## src/rtl/ni_packetizer.sv

```systemverilog
`default_nettype none
// ============================================================================
//  Module      : ni_packetizer
//  Description : Injection side of a network interface. Turns a packet request
//                plus a stream of 28-bit payload words into header / body /
//                tail flits (even parity in bit 0) for a router Local port.
//                Flits are paced by the router's CTS, and payload is staged
//                in a small FIFO so the PE can run ahead of the link.
//  Ports       : clk, rst (async, active-low)
//                cur_addr            - own node address (header source field)
//                pkt_req/dst/len     - packet request, held until pkt_ack
//                pkt_ack/pkt_err     - 1-cycle accept/reject pulse
//                pl_valid/data/ready - payload word stream into the FIFO
//                tx_data/tx_drts     - registered flit and its valid strobe
//                tx_cts              - router input FIFO ready
//                busy, pkt_sent      - activity flag, tail-flit pulse
//  Revision    : 1.0 - initial release
// ============================================================================
module ni_packetizer #(
    parameter int DATA_WIDTH    = 32,
    parameter int AXIS          = 4,
    parameter int PL_FIFO_DEPTH = 4
) (
    input  logic                  clk,
    input  logic                  rst,
    input  logic [AXIS-1:0]       cur_addr,
    input  logic                  pkt_req,
    input  logic [AXIS-1:0]       pkt_dst,
    input  logic [11:0]           pkt_len,
    output logic                  pkt_ack,
    output logic                  pkt_err,
    input  logic                  pl_valid,
    input  logic [DATA_WIDTH-5:0] pl_data,
    output logic                  pl_ready,
    output logic [DATA_WIDTH-1:0] tx_data,
    output logic                  tx_drts,
    input  logic                  tx_cts,
    output logic                  busy,
    output logic                  pkt_sent
);

    localparam int c_aw = $clog2(PL_FIFO_DEPTH);
    localparam int c_pw = DATA_WIDTH - 4;

    localparam logic [2:0]    c_type_hdr  = 3'b001;
    localparam logic [2:0]    c_type_body = 3'b010;
    localparam logic [2:0]    c_type_tail = 3'b100;
    localparam logic [c_aw:0] c_ptr_one   = {{c_aw{1'b0}}, 1'b1};

    typedef enum logic [1:0] {
        ST_IDLE   = 2'd0,
        ST_HEADER = 2'd1,
        ST_BODY   = 2'd2,
        ST_TAIL   = 2'd3
    } state_t;

    state_t r_state;
    state_t w_state_nxt;

    // Payload FIFO: pointers carry one extra wrap bit to tell full from empty.
    logic [c_pw-1:0] r_mem [PL_FIFO_DEPTH];
    logic [c_aw:0]   r_wptr;
    logic [c_aw:0]   r_rptr;
    logic            w_full;
    logic            w_empty;
    logic            w_push;
    logic            w_pop;
    logic [c_pw-1:0] w_head;

    // Held low through reset and the first edge after it so that pl_ready
    // stays deasserted while rst is active.
    logic            r_run;

    logic                  r_pkt_ack;
    logic                  r_pkt_err;
    logic [DATA_WIDTH-1:0] r_tx_data;
    logic                  r_tx_drts;
    logic                  r_pkt_sent;
    logic [7:0]            r_pkt_id;
    logic [AXIS-1:0]       r_dst;
    logic [11:0]           r_remaining;

    logic                  w_accept;
    logic                  w_len_bad;
    logic                  w_send;
    logic [DATA_WIDTH-1:0] w_flit_np;
    logic [DATA_WIDTH-1:0] w_flit;

    assign w_full  = (r_wptr[c_aw] != r_rptr[c_aw]) &&
                     (r_wptr[c_aw-1:0] == r_rptr[c_aw-1:0]);
    assign w_empty = (r_wptr == r_rptr);
    assign w_head  = r_mem[r_rptr[c_aw-1:0]];

    // A pop in the same cycle frees a slot, so a full FIFO still accepts.
    assign pl_ready = r_run && (!w_full || w_pop);
    assign w_push   = pl_valid && pl_ready;

    assign w_len_bad = (pkt_len == 12'd0) || (pkt_len == 12'hFFF);

    // Next-state and send decision
    always_comb begin
        w_state_nxt = r_state;
        w_accept    = 1'b0;
        w_send      = 1'b0;
        w_pop       = 1'b0;
        w_flit_np   = '0;
        case (r_state)
            ST_IDLE: begin
                // r_pkt_ack blocks a second accept while the PE still holds
                // pkt_req during the ack cycle.
                if (pkt_req && !r_pkt_ack) begin
                    w_accept = 1'b1;
                    if (!w_len_bad) begin
                        w_state_nxt = ST_HEADER;
                    end
                end
            end
            ST_HEADER: begin
                if (tx_cts) begin
                    w_send      = 1'b1;
                    w_flit_np   = {c_type_hdr, r_remaining + 12'd1, r_dst,
                                   cur_addr, r_pkt_id, 1'b0};
                    w_state_nxt = (r_remaining > 12'd1) ? ST_BODY : ST_TAIL;
                end
            end
            ST_BODY: begin
                if (tx_cts && !w_empty) begin
                    w_send    = 1'b1;
                    w_pop     = 1'b1;
                    w_flit_np = {c_type_body, w_head, 1'b0};
                    if (r_remaining == 12'd2) begin
                        w_state_nxt = ST_TAIL;
                    end
                end
            end
            ST_TAIL: begin
                if (tx_cts && !w_empty) begin
                    w_send      = 1'b1;
                    w_pop       = 1'b1;
                    w_flit_np   = {c_type_tail, w_head, 1'b0};
                    w_state_nxt = ST_IDLE;
                end
            end
            default: w_state_nxt = ST_IDLE;
        endcase
    end

    // Even parity: bit 0 makes the XOR of the whole flit zero.
    assign w_flit = {w_flit_np[DATA_WIDTH-1:1], ^w_flit_np[DATA_WIDTH-1:1]};

    always_ff @(posedge clk or negedge rst) begin
        if (!rst) begin
            r_state <= ST_IDLE;
        end else begin
            r_state <= w_state_nxt;
        end
    end

    always_ff @(posedge clk or negedge rst) begin
        if (!rst) begin
            r_run       <= 1'b0;
            r_pkt_ack   <= 1'b0;
            r_pkt_err   <= 1'b0;
            r_tx_data   <= '0;
            r_tx_drts   <= 1'b0;
            r_pkt_sent  <= 1'b0;
            r_pkt_id    <= 8'd0;
            r_dst       <= '0;
            r_remaining <= 12'd0;
            r_wptr      <= '0;
            r_rptr      <= '0;
        end else begin
            r_run      <= 1'b1;
            r_pkt_ack  <= w_accept;
            r_pkt_err  <= w_accept && w_len_bad;
            r_tx_drts  <= w_send;
            r_pkt_sent <= w_send && (r_state == ST_TAIL);
            if (w_send) begin
                r_tx_data <= w_flit;
            end
            if (w_accept && !w_len_bad) begin
                r_dst       <= pkt_dst;
                r_remaining <= pkt_len;
            end else if (w_send && (r_state == ST_BODY)) begin
                r_remaining <= r_remaining - 12'd1;
            end
            if (w_send && (r_state == ST_TAIL)) begin
                r_pkt_id <= r_pkt_id + 8'd1;
            end
            if (w_push) begin
                r_wptr <= r_wptr + c_ptr_one;
            end
            if (w_pop) begin
                r_rptr <= r_rptr + c_ptr_one;
            end
        end
    end

    // Storage needs no reset; validity is tracked by the pointers.
    always_ff @(posedge clk) begin
        if (w_push) begin
            r_mem[r_wptr[c_aw-1:0]] <= pl_data;
        end
    end

    assign pkt_ack  = r_pkt_ack;
    assign pkt_err  = r_pkt_err;
    assign tx_data  = r_tx_data;
    assign tx_drts  = r_tx_drts;
    assign pkt_sent = r_pkt_sent;
    assign busy     = (r_state != ST_IDLE);

endmodule
`default_nettype wire

```

## config.mk

```make
export PLATFORM = sky130hd
export DESIGN_NAME = ni_packetizer
export DESIGN_NICKNAME = d
export VERILOG_FILES = /design/src/rtl/ni_packetizer.sv
export SDC_FILE = /design/constraint.sdc
export NUM_CORES = 1
export LEC_CHECK = 0
export CAP_MARGIN = 30
export CORE_UTILIZATION = 55
export DETAILED_ROUTE_END_ITERATION = 12
export PLACE_DENSITY = 0.77
export RECOVER_POWER = 100
export SETUP_SLACK_MARGIN = 0.15
export SYNTH_ARGS = -nofsm -noshare
export SYNTH_HDL_FRONTEND = slang
export SYNTH_SLANG_ARGS = --single-unit
```

## constraint.sdc

```tcl
create_clock -name clk -period 9.1 [get_ports clk]
set_input_delay 1.82 -clock clk [delete_from_list [all_inputs] [get_ports clk]]
set_output_delay 1.82 -clock clk [all_outputs]
set_load 0.02 [all_outputs]
```

==> summary.txt, run 1 <==
DP Area -> 9440 sq um
global route overflow -> 0
count of cell types in the netlist -> 64
final hold violation count -> 0
Tcrit/Tclk final -> 67.4%
Post-synth EDFFs -> 112
Seq pwr share -> 36.1%
sequential share of the synthesized area -> 60.7%
R2R cell count -> 6
die area -> 15800 sq um
RSZ-0062 raised after global routing -> no
Initial Utilization -> 57.1%
maximum vdd drop -> 0.195 mV
sw frac -> 36.8%
metal3 WL -> 883 microns
top cell type by total area after synthesis -> edfxtp_1
cell-internal power -> 2130 uW
initial antenna violation count -> 0
H-tree levels -> 4
share of cells above drive strength 1 -> 10.8%
Compound-Gate Fraction of Synth Area -> 11.0%
vias -> 5528
Synth area leaders -> edfxtp_1 40%, dfrtp_1 21%, mux4_2 7.5%, nand2_1 3.0%, xnor2_1 2.2%
HPWL Detailed -> 12200 microns
core area -> 14700 sq um
Inserted Clock Buffers -> 17
cts hold-fix bufs -> 0
most common cell after layout, fill and taps aside -> edfxtp_1
setup_tns -> 0 ns
Yosys warnings -> 0
Crit. End Element -> output port
final worst path period need -> 6.13 ns
Area Overhead vs Synth -> 19.0%
WL per Instance -> 20.1 microns
max_slew headroom -> -146%
Synth Area in Simple Gates -> 9.48%
DIE HEIGHT -> 126 microns
switching power -> 1240 uW
number of diodes -> 0
crit path launch type -> input pin
reg2reg end -> r_mem[3][5]$_DFFE_PP_
Layout Skew -> 0.0210 ns
Adder-Cell Fraction of Synth Area -> 2.09%
syn avg cell area -> 13.6 sq um
Slew @ Worst Pin -> 3.69 ns
Syn Std Cell Area -> 8390 sq um
mux contribution to synthesized area -> 8.44%
RD Place Congestion -> 0.857
Max-Cap Viols -> 6
CP max FO -> 22
# setup viols final -> 0
final instance area -> 9990 sq um
kind of critical path -> in -> out
main combinational cell family by area after synthesis -> compound AO/OA/AOI/OAI gates
Gate power share -> 42.1%
total power -> 3370 uW
critical path launch point -> tx_cts
Worst EP arrival -> 4.31 ns
reg2reg start -> r_rptr[0]$_DFFE_PN0P_
Required @ worst endpoint -> 7.28 ns
cts repair resizes -> 0
Synth Instances -> 616
clk buf depth -> 2
Pwr Density -> 338 nW/um^2
DRT iter0 DRCs -> 486
max-slew violations -> 225
clock latency at the later pin of the worst-skew pair -> 0.44 ns
Hold Crit Endpoint -> tx_data[26]$_DFFE_PN0P_
row count -> 44
Final nets -> 770
status -> finished with violations
Hold Crit Depth -> 1
num ports -> 91
Die X -> 126 microns
clock power share -> 21.8%
#FFs+latches synth -> 181
postcts setup bufs -> 0
metal2 WL -> 8870 microns
clk sinks -> 181
buffers added on ports -> 90
post-route ant nets -> 0
hold_sp -> tx_data[26]$_DFFE_PN0P_
TritonCTS clock tree -> built
drt pass-1 iters -> 12
Root Driver -> clkbuf_16
Metal-1 WL -> 8110 microns
first-pass GRT wire length -> 29100 microns
Max Fclk -> 0.163 GHz
DRC viols -> 12
Synth Flop Type -> edfxtp_1
Hold Path Class -> reg -> reg
# fillers -> 1011
reg2reg setup slack -> 4.79 ns
highest routed layer -> met4
syn nets -> 683
GRT Total Usage -> 24.5%
clock slew at reported path FFs -> 0.07 ns
post-synth top area share -> 40.1%
failing checks -> design-rule violations, max-capacitance violations, max-slew violations
Post-Synth XOR/XNOR Area -> 5.31%
vias per inst -> 6.14
Lkg Pwr -> 0.00381 uW
largest net degree at the start of global routing -> 70
Post-Route WL -> 18100 microns
vias in the first global route -> 5527
commonest cells after routing, fill and taps aside -> 112 x edfxtp_1, 69 x dlygate4sd3_1, 68 x nand2_1, 68 x dfrtp_1, 29 x o21ai_0
Post-synth ARST share -> 38.1%
-- synth_stat cells (3+ instances only) --
| library cell | count |
|---|---|
| edfxtp_1 | 112 |
| dfrtp_1 | 69 |
| nand2_1 | 68 |
| mux4_2 | 28 |
| o21ai_0 | 27 |
| inv_1 | 22 |
| xnor2_1 | 21 |
| xor2_1 | 17 |
| ha_1 | 14 |
| nand3_1 | 14 |
| a21oi_1 | 13 |
| a31oi_1 | 13 |
| a222oi_1 | 11 |
| buf_2 | 11 |
| clkbuf_1 | 11 |
| nand4_1 | 11 |
| nor2b_1 | 11 |
| nor2_1 | 10 |
| a22oi_1 | 8 |
| and2_1 | 8 |
| nor4_1 | 8 |
| a22o_1 | 7 |
| a32oi_1 | 7 |
| and3_1 | 7 |
| o211ai_1 | 7 |
| mux2_2 | 6 |
| nor3_1 | 6 |
| nor3b_1 | 6 |
| buf_1 | 5 |
| xnor3_1 | 5 |
| a211o_1 | 4 |
| or3_1 | 4 |
| a21o_1 | 3 |
| o21a_1 | 3 |
| o31a_1 | 3 |
-- final cells by class --
type                       count  area [sq um]  share of cell area, %
tap                          184           230                   2.31
inverter                      24          90.1                  0.902
sequential                   181          5090                   51.0
timing repair buffer         100           948                   9.50
clock inverter                14           163                   1.63
multi-input combinational    379          3040                   30.4
clock buffer                  18           429                   4.30
-- power by group through the flow --
stage	Clock, uW	Sequential [uW]	Combinational, uW
after floorplan	0	1240	1030
after CTS	753	1210	1470
after global routing	782	1240	1540
final	736	1220	1420
after detailed placement	0	1230	1460
after global placement	0	1210	1420
-- metrics by stage --
| stage | hold WS (ns) | instances | setup slack, ns | util (%) |
|---|---|---|---|---|
| 2_1_floorplan | 0.498 | 616 | 4.57 | - |
| 6_report | 0.470 | 900 | 2.97 | 67.9 |
| 3_5_place_dp | 0.467 | 868 | 3.46 | 64.2 |
| 3_3_place_gp | 0.460 | 868 | 3.52 | 64.2 |
| 5_1_grt | 0.497 | 900 | 2.82 | 67.9 |
| 4_1_cts | 0.483 | 900 | 3.46 | 68.2 |
-- worst max-delay path, cell delays in order --
cell,delay [ns]
dlygate4sd3_1,0.72
o311a_1,0.77
o41a_1,0.31
dlygate4sd3_1,0.70
-- how the worst max path moves through the flow --
stage	endpoint	slack [ns]
after detailed placement	pl_ready	3.46
after floorplan	pl_ready	4.57
after global placement	pl_ready	3.52
after global routing	pl_ready	2.82
after CTS	pl_ready	3.46
final	pl_ready	2.97
-- sequential cells by signal (all words and copies together) (netlist names) --
register / count
pkt_ack: 1
pkt_err: 1
pkt_sent: 1
r_dst: 4
r_mem: 112
r_pkt_id: 8
r_remaining: 12
r_rptr: 3
r_run: 1
r_state: 2
r_wptr: 3
tx_data: 32
tx_drts: 1
-- kinds of logic (layout without fill, tap and decap cells) --
logic type      count (synthesis)  in the layout
mux                            35             35
buf+inv                        56            156
flops                         181            181
simple gates                  160            160
compound gates                126            126
fa+ha+maj                      14             14
other cells                     1              1
xor+xnor                       43             43
-- layer usage --
layer | global-route usage (%) | vias to the layer above
met4 | 8.03 | 0
met3 | 5.65 | 21
met5 | 0 | -
met2 | 39.4 | 204
li1 | - | 2529
met1 | 33.2 | 2774
(Power assumes the default switching activity.)
==> run 2, diff against run 1 <==
clock period = 6.42 ns   (was 9.1 ns; I/O delays follow)
==> run 2 against run 1 <==
Net effect:
- the run still ends with design-rule violations, max-capacitance violations, max-slew violations left
- non-clock buffer count unchanged
- die area unchanged
- total power grew 42%
- wire length rose by 1.3%
- register-to-register slack worse by 3.4 ns
- core utilization barely moved
- cell count did not move
- sequential share of layout area is essentially flat
- worst setup slack worse by 1.8 ns
- clock skew shrank 0.013 ns
==> summary.txt, run 2 (synthesis gave the netlist of run 1 again) <==
share of cells above drive strength 1 -> 11.0% (+0.28 points)
Final Non-Filler Cells -> 900 (unchanged)
max-slew violations -> 167 (-26%)
kind of critical path -> in -> reg
metal2 WL -> 8900 microns (+0.39%)
Crit path max-delay family -> buffers and inverters
Max-Cap Viols -> 4 (-2)
Worst EP arrival -> 5.46 ns (+1.15 ns)
vias -> 5564 (+0.65%)
maximum vdd drop -> 0.273 mV (+40%)
crit path cell chain -> dlygate4sd3_1 -> nor2b_1 -> o21ai_0 -> clkbuf_1 -> inv_1 -> nand2_1 -> xnor3_1 -> xnor2_1 -> xnor3_1 -> xnor3_1 -> o21ai_1
H-tree levels -> 4 (unchanged)
post-route ant nets -> 0 (unchanged)
drt pass-1 iters -> 12 (unchanged)
crit path launch type -> input pin
switching power -> 1790 uW (+44%)
cts hold-fix bufs -> 0 (unchanged)
Buf/Inv on CP -> 3 (+1)
row count -> 44 (unchanged)
Final nets -> 770 (unchanged)
DP Cell Count -> 868 (unchanged)
setup_tns -> 0 ns (unchanged)
DRC viols -> 12 (unchanged)
clock power share -> 21.5% (-0.3 points)
vias per inst -> 6.18 (+0.65%)
failing checks -> design-rule violations, max-capacitance violations, max-slew violations
most common cell after layout, fill and taps aside -> edfxtp_1
total power -> 4790 uW (+42%)
highest routed layer -> met4
DRT iter0 DRCs -> 596 (+23%)
clock slew at reported path FFs -> 0.07 ns (about the same)
vias in the first global route -> 5602 (+1.4%)
num ports -> 91 (unchanged)
Post-Route WL -> 18300 microns (+1.3%)
Root Driver -> clkbuf_16
status -> finished with violations
Metal-1 WL -> 7810 microns (-3.7%)
core area -> 14700 sq um (unchanged)
R2R cell count -> 12 (+6)
number of diodes -> 0 (unchanged)
commonest cells after routing, fill and taps aside -> 112 x edfxtp_1, 68 x nand2_1, 68 x dfrtp_1, 67 x dlygate4sd3_1
TritonCTS clock tree -> built
sw frac -> 37.5% (+0.63 points)
metal3 WL -> 1170 microns (+32%)
CP max FO -> 38 (+73%)
Required @ worst endpoint -> 6.67 ns (-0.61 ns)
# setup viols final -> 0 (unchanged)
postcts setup bufs -> 0 (unchanged)
global route overflow -> 0 (unchanged)
RSZ-0062 raised after global routing -> no
Lkg Pwr -> 0.00381 uW (-0.16%)
cts repair resizes -> 0 (unchanged)
Gate power share -> 42.4% (+0.3 points)
Slew @ Worst Pin -> 3.72 ns (+0.0276 ns)
cell-internal power -> 2990 uW (+41%)
Pwr Density -> 480 nW/um^2 (+42%)
buffers added on ports -> 90 (unchanged)
Tcrit/Tclk final -> 81.2%
critical path depth -> 11 (+7)
clock latency at the later pin of the worst-skew pair -> 0.44 ns (about the same)
Area Overhead vs Synth -> 18.9% (about the same)
# fillers -> 1042 (+3.1%)
largest net degree at the start of global routing -> 70 (unchanged)
DIE HEIGHT -> 126 microns (unchanged)
final hold violation count -> 0 (unchanged)
final worst path period need -> 5.21 ns
GRT Total Usage -> 24.8% (+0.27 points)
die area -> 15800 sq um (unchanged)
crit-path max cell delay -> 1.21 ns (+0.44 ns)
final core occ -> 67.9% (about the same)
Seq pwr share -> 36.1% (about the same)
Layout Skew -> 0.00774 ns (-0.0133 ns)
Die X -> 126 microns (unchanged)
first-pass GRT wire length -> 29500 microns (+1.3%)
max reg flops -> 112 (unchanged)
Hold Crit Depth -> 1 (unchanged)
Max Fclk -> 0.192 GHz
Hold Path Class -> reg -> reg
Crit. End Element -> flop
WL per Instance -> 20.4 microns (+1.3%)
HPWL Detailed -> 12300 microns (+0.27%)
Max stage delay cell, worst path -> clkbuf_1
RD Place Congestion -> 0.885 (+3.3%)
Initial Utilization -> 57.1% (unchanged)
initial antenna violation count -> 0 (unchanged)
clk sinks -> 181 (unchanged)
Inserted Clock Buffers -> 17 (unchanged)
clk buf depth -> 2 (unchanged)
max_slew headroom -> -148% (-1.8 points)
Top cell by count, worst path -> xnor3_1
==> run 2: per-layer routing <==
layer	GRT usage [%]	vias to the layer above
met5	0	-
met4	10.9	0
met3	5.43	37
met2	38.8	254
met1	33.6	2747
li1	-	2526
==> run 2: final timing paths <==
kind / slack (ns) / end / startpoint
setup / recovery: 1.21 / tx_data[0]$_DFFE_PN0P_ / tx_cts
hold / removal: 0.47 / tx_data[26]$_DFFE_PN0P_ / tx_data[26]$_DFFE_PN0P_
setup reg to reg: 1.42 / tx_data[0]$_DFFE_PN0P_ / r_rptr[0]$_DFFE_PN0P_
hold reg to reg: 0.47 / tx_data[26]$_DFFE_PN0P_ / tx_data[26]$_DFFE_PN0P_
max in group asynchronous: 1.82 / r_rptr[0]$_DFFE_PN0P_ / rst
min in group asynchronous: 2.22 / r_remaining[8]$_DFFE_PN0P_ / rst
==> run 2: worst reg2reg max path, delay by kind of cell (launching register included) <==
family | cells | cell delay, ns
xor+xnor | 5 | 1.56
compound gates | 3 | 0.54
buf+inv | 3 | 2.14
simple gates | 1 | 0.25
flops | 1 | 0.34
==> run 2: cell type report <==
cell class | instances | area (sq um) | share of cell area, %
flip-flops and latches | 181 | 5090 | 51.0
multi-input cells | 379 | 3040 | 30.5
repair buffers | 100 | 948 | 9.50
clock buffers | 19 | 443 | 4.44
well taps | 184 | 230 | 2.31
clock inverters | 13 | 135 | 1.35
inverters | 24 | 90.1 | 0.903
==> run 2: power by group through the flow <==
stage                     combinational [uW]  clock (uW)  sequential, uW
after floorplan                         1460           0            1750
after global placement                  2010           0            1720
after detailed placement                2080           0            1740
after CTS                               2090        1040            1720
after global routing                    2200        1090            1760
final                                   2030        1030            1730
==> run 2: stage by stage <==
stage          worst slack [ns]  hold slack, ns  area, sq um
2_1_floorplan              2.89           0.498         8390
3_3_place_gp               1.89           0.459         9440
3_5_place_dp               1.76           0.465         9440
4_1_cts                    1.80           0.480        10000
5_1_grt                   0.878           0.501         9980
6_report                   1.21           0.472         9980
==> run 3, diff against run 2 <==
clock period = 5 ns   (was 6.42 ns; I/O delays follow)
==> run 3 against run 2 <==
Net effect:
- the run still ends with design-rule violations, max-capacitance violations, max-slew violations left
- critical endpoint is now pl_ready
- critical path type is now reg -> out
- critical path depth down 7
- die area unchanged
- non-clock buffer count up 1
==> summary.txt, run 3 (synthesis gave the netlist of run 1 again) <==
status -> finished with violations
failing checks -> design-rule violations, max-capacitance violations, max-slew violations
Max-Cap Viols -> 5 (+1)
reg2reg setup slack -> 0.88 ns (-0.54 ns)
HPWL Detailed -> 12600 microns (+2.9%)
share of cells above drive strength 1 -> 10.7% (-0.29 points)
clock latency at the later pin of the worst-skew pair -> 0.44 ns (about the same)
GRT Total Usage -> 25.4% (+0.62 points)
initial antenna violation count -> 0 (unchanged)
buffers added on ports -> 90 (unchanged)
sw frac -> 37.5% (about the same)
Worst EP arrival -> 3.30 ns (-2.16 ns)
Required @ worst endpoint -> 4.00 ns (-2.67 ns)
Root Driver -> clkbuf_16
met2 Resource Use GR -> 40.1% (+1.3 points)
max_slew headroom -> -43.9% (+100 points)
Gate power share -> 42.0% (-0.4 points)
GR peak layer -> met2
maximum vdd drop -> 0.488 mV (+79%)
most common cell after layout, fill and taps aside -> edfxtp_1
drt pass-1 iters -> 10 (-2)
clock slew at reported path FFs -> 0.07 ns (about the same)
Crit. End Element -> output port
cts repair resizes -> 0 (unchanged)
Lkg Pwr -> 0.00382 uW (+0.39%)
max reg flops -> 112 (unchanged)
TritonCTS clock tree -> built
clk buf depth -> 2 (unchanged)
Post-Route WL -> 19000 microns (+3.3%)
postcts setup bufs -> 0 (unchanged)
RSZ-0062 raised after global routing -> no
DRC viols -> 12 (unchanged)
num ports -> 91 (unchanged)
commonest cells after routing, fill and taps aside -> 112 x edfxtp_1, 69 x dfrtp_1, 68 x nand2_1, 67 x dlygate4sd3_1, 29 x o21ai_0
Area Overhead vs Synth -> 19.3%
CP max FO -> 22 (-42%)
Max Fclk -> 0.233 GHz
switching power -> 2340 uW (+30%)
critical path launch point -> r_rptr[0]$_DFFE_PN0P_
RD Place Congestion -> 0.860 (-2.8%)
Initial Utilization -> 57.1% (unchanged)
H-tree levels -> 4 (unchanged)
# setup viols final -> 0 (unchanged)
Pwr Density -> 623 nW/um^2 (+30%)
first-pass GRT wire length -> 29900 microns (+1.3%)
DP Cell Count -> 868 (unchanged)
clk sinks -> 181 (unchanged)
DRT iter0 DRCs -> 535 (-10%)
R2R cell count -> 10 (-2)
die area -> 15800 sq um (unchanged)
reg2reg end -> tx_data[0]$_DFFE_PN0P_
row count -> 44 (unchanged)
max-slew violations -> 122 (-27%)
largest net degree at the start of global routing -> 43 (-39%)
Slew @ Worst Pin -> 2.16 ns (-1.56 ns)
post-route ant nets -> 0 (unchanged)
Tcrit/Tclk final -> 86.0%
Layout Skew -> 0.0101 ns (+0.00236 ns)
number of diodes -> 0 (unchanged)
vias in the first global route -> 5498 (-1.9%)
vias -> 5598 (+0.61%)
WL per Instance -> 21.0 microns (+3.2%)
Die X -> 126 microns (unchanged)
total power -> 6230 uW (+30%)
final hold violation count -> 0 (unchanged)
DIE HEIGHT -> 126 microns (unchanged)
clock power share -> 22.0% (+0.5 points)
reg2reg start -> r_rptr[0]$_DFFE_PN0P_
cell-internal power -> 3900 uW (+30%)
met1 Usage GRT -> 34.2% (+0.67 points)
global route overflow -> 0 (unchanged)
core area -> 14700 sq um (unchanged)
Hold Path Class -> in -> async
cts hold-fix bufs -> 0 (unchanged)
Seq pwr share -> 36.1% (about the same)
Critical Path End -> pl_ready
crit path launch type -> flop
Final Non-Filler Cells -> 901 (+0.11%)
GR met3 Demand/Resource -> 5.99% (+0.56 points)
vias per inst -> 6.21 (+0.50%)
Final nets -> 771 (+0.13%)
setup_tns -> 0 ns (unchanged)
final worst path period need -> 4.30 ns
kind of critical path -> reg -> out
Inserted Clock Buffers -> 17 (unchanged)
[run 3: changes by cell type in the layout (fill, tap and decap cells not counted), moves of 2 or more]
cell      delta
clkinv_2     -2
clkinv_4     +3
inv_8        -3
inv_6        +2
[run 3: worst max-delay path, cell delays in order (launching register included)]
cell	delay (ns)
dfrtp_1	0.85
xor2_1	0.33
o311a_4	0.55
o41a_1	0.43
dlygate4sd3_1	0.70
[run 3: worst min-delay path by stage]
stage / from / to / slack (ns) / depth (start not counted)
floorplan: r_wptr[2]$_DFFE_PN0P_ / r_wptr[2]$_DFFE_PN0P_ / 0.50 / 1
global placement: tx_data[31]$_DFFE_PN0P_ / tx_data[31]$_DFFE_PN0P_ / 0.46 / 2
detailed placement: tx_data[20]$_DFFE_PN0P_ / tx_data[20]$_DFFE_PN0P_ / 0.47 / 2
CTS: tx_data[20]$_DFFE_PN0P_ / tx_data[20]$_DFFE_PN0P_ / 0.48 / 2
global route: rst / r_remaining[5]$_DFFE_PN0P_ / 0.43 / 1
finish: rst / r_remaining[5]$_DFFE_PN0P_ / 0.41 / 1
[run 3: cell type report]
class                           instances  area, sq um
Sequential cell                       181         5090
Fill cell                             999         4690
Tap cell                              184          230
Multi-Input combinational cell        379         3040
Clock inverter                         13          160
Clock buffer                           19          443
Inverter                               24         90.1
Timing Repair Buffer                  101          955
[run 3: routing by layer]
| metal | routed length [microns] | vias to the layer above | share of wire [%] |
|---|---|---|---|
| li1 | - | 2542 | - |
| met1 | 8210 | 2767 | 43 |
| met2 | 9110 | 250 | 48 |
| met3 | 1190 | 39 | 6.3 |
| met4 | 449 | 0 | 2.4 |
| met5 | 0 | - | 0 |
[run 3: power by group through the flow]
stage                     clock network (uW)  logic [uW]  registers (uW)
after floorplan                            0        1870            2250
after global placement                     0        2570            2240
after detailed placement                   0        2650            2270
after CTS                               1380        2680            2250
after global routing                    1450        2820            2290
final                                   1370        2620            2250
[run 3: through the flow]
stage               cell area [sq um]  utilization [%]  hold slack [ns]  worst slack [ns]
floorplan                        8390                -            0.498              1.75
CTS                             10000             68.3            0.483             0.932
finish                          10000             68.1            0.415             0.700
global route                    10000             68.1            0.429             0.472
detailed placement               9440             64.2            0.468             0.953
global placement                 9440             64.2            0.456              1.02
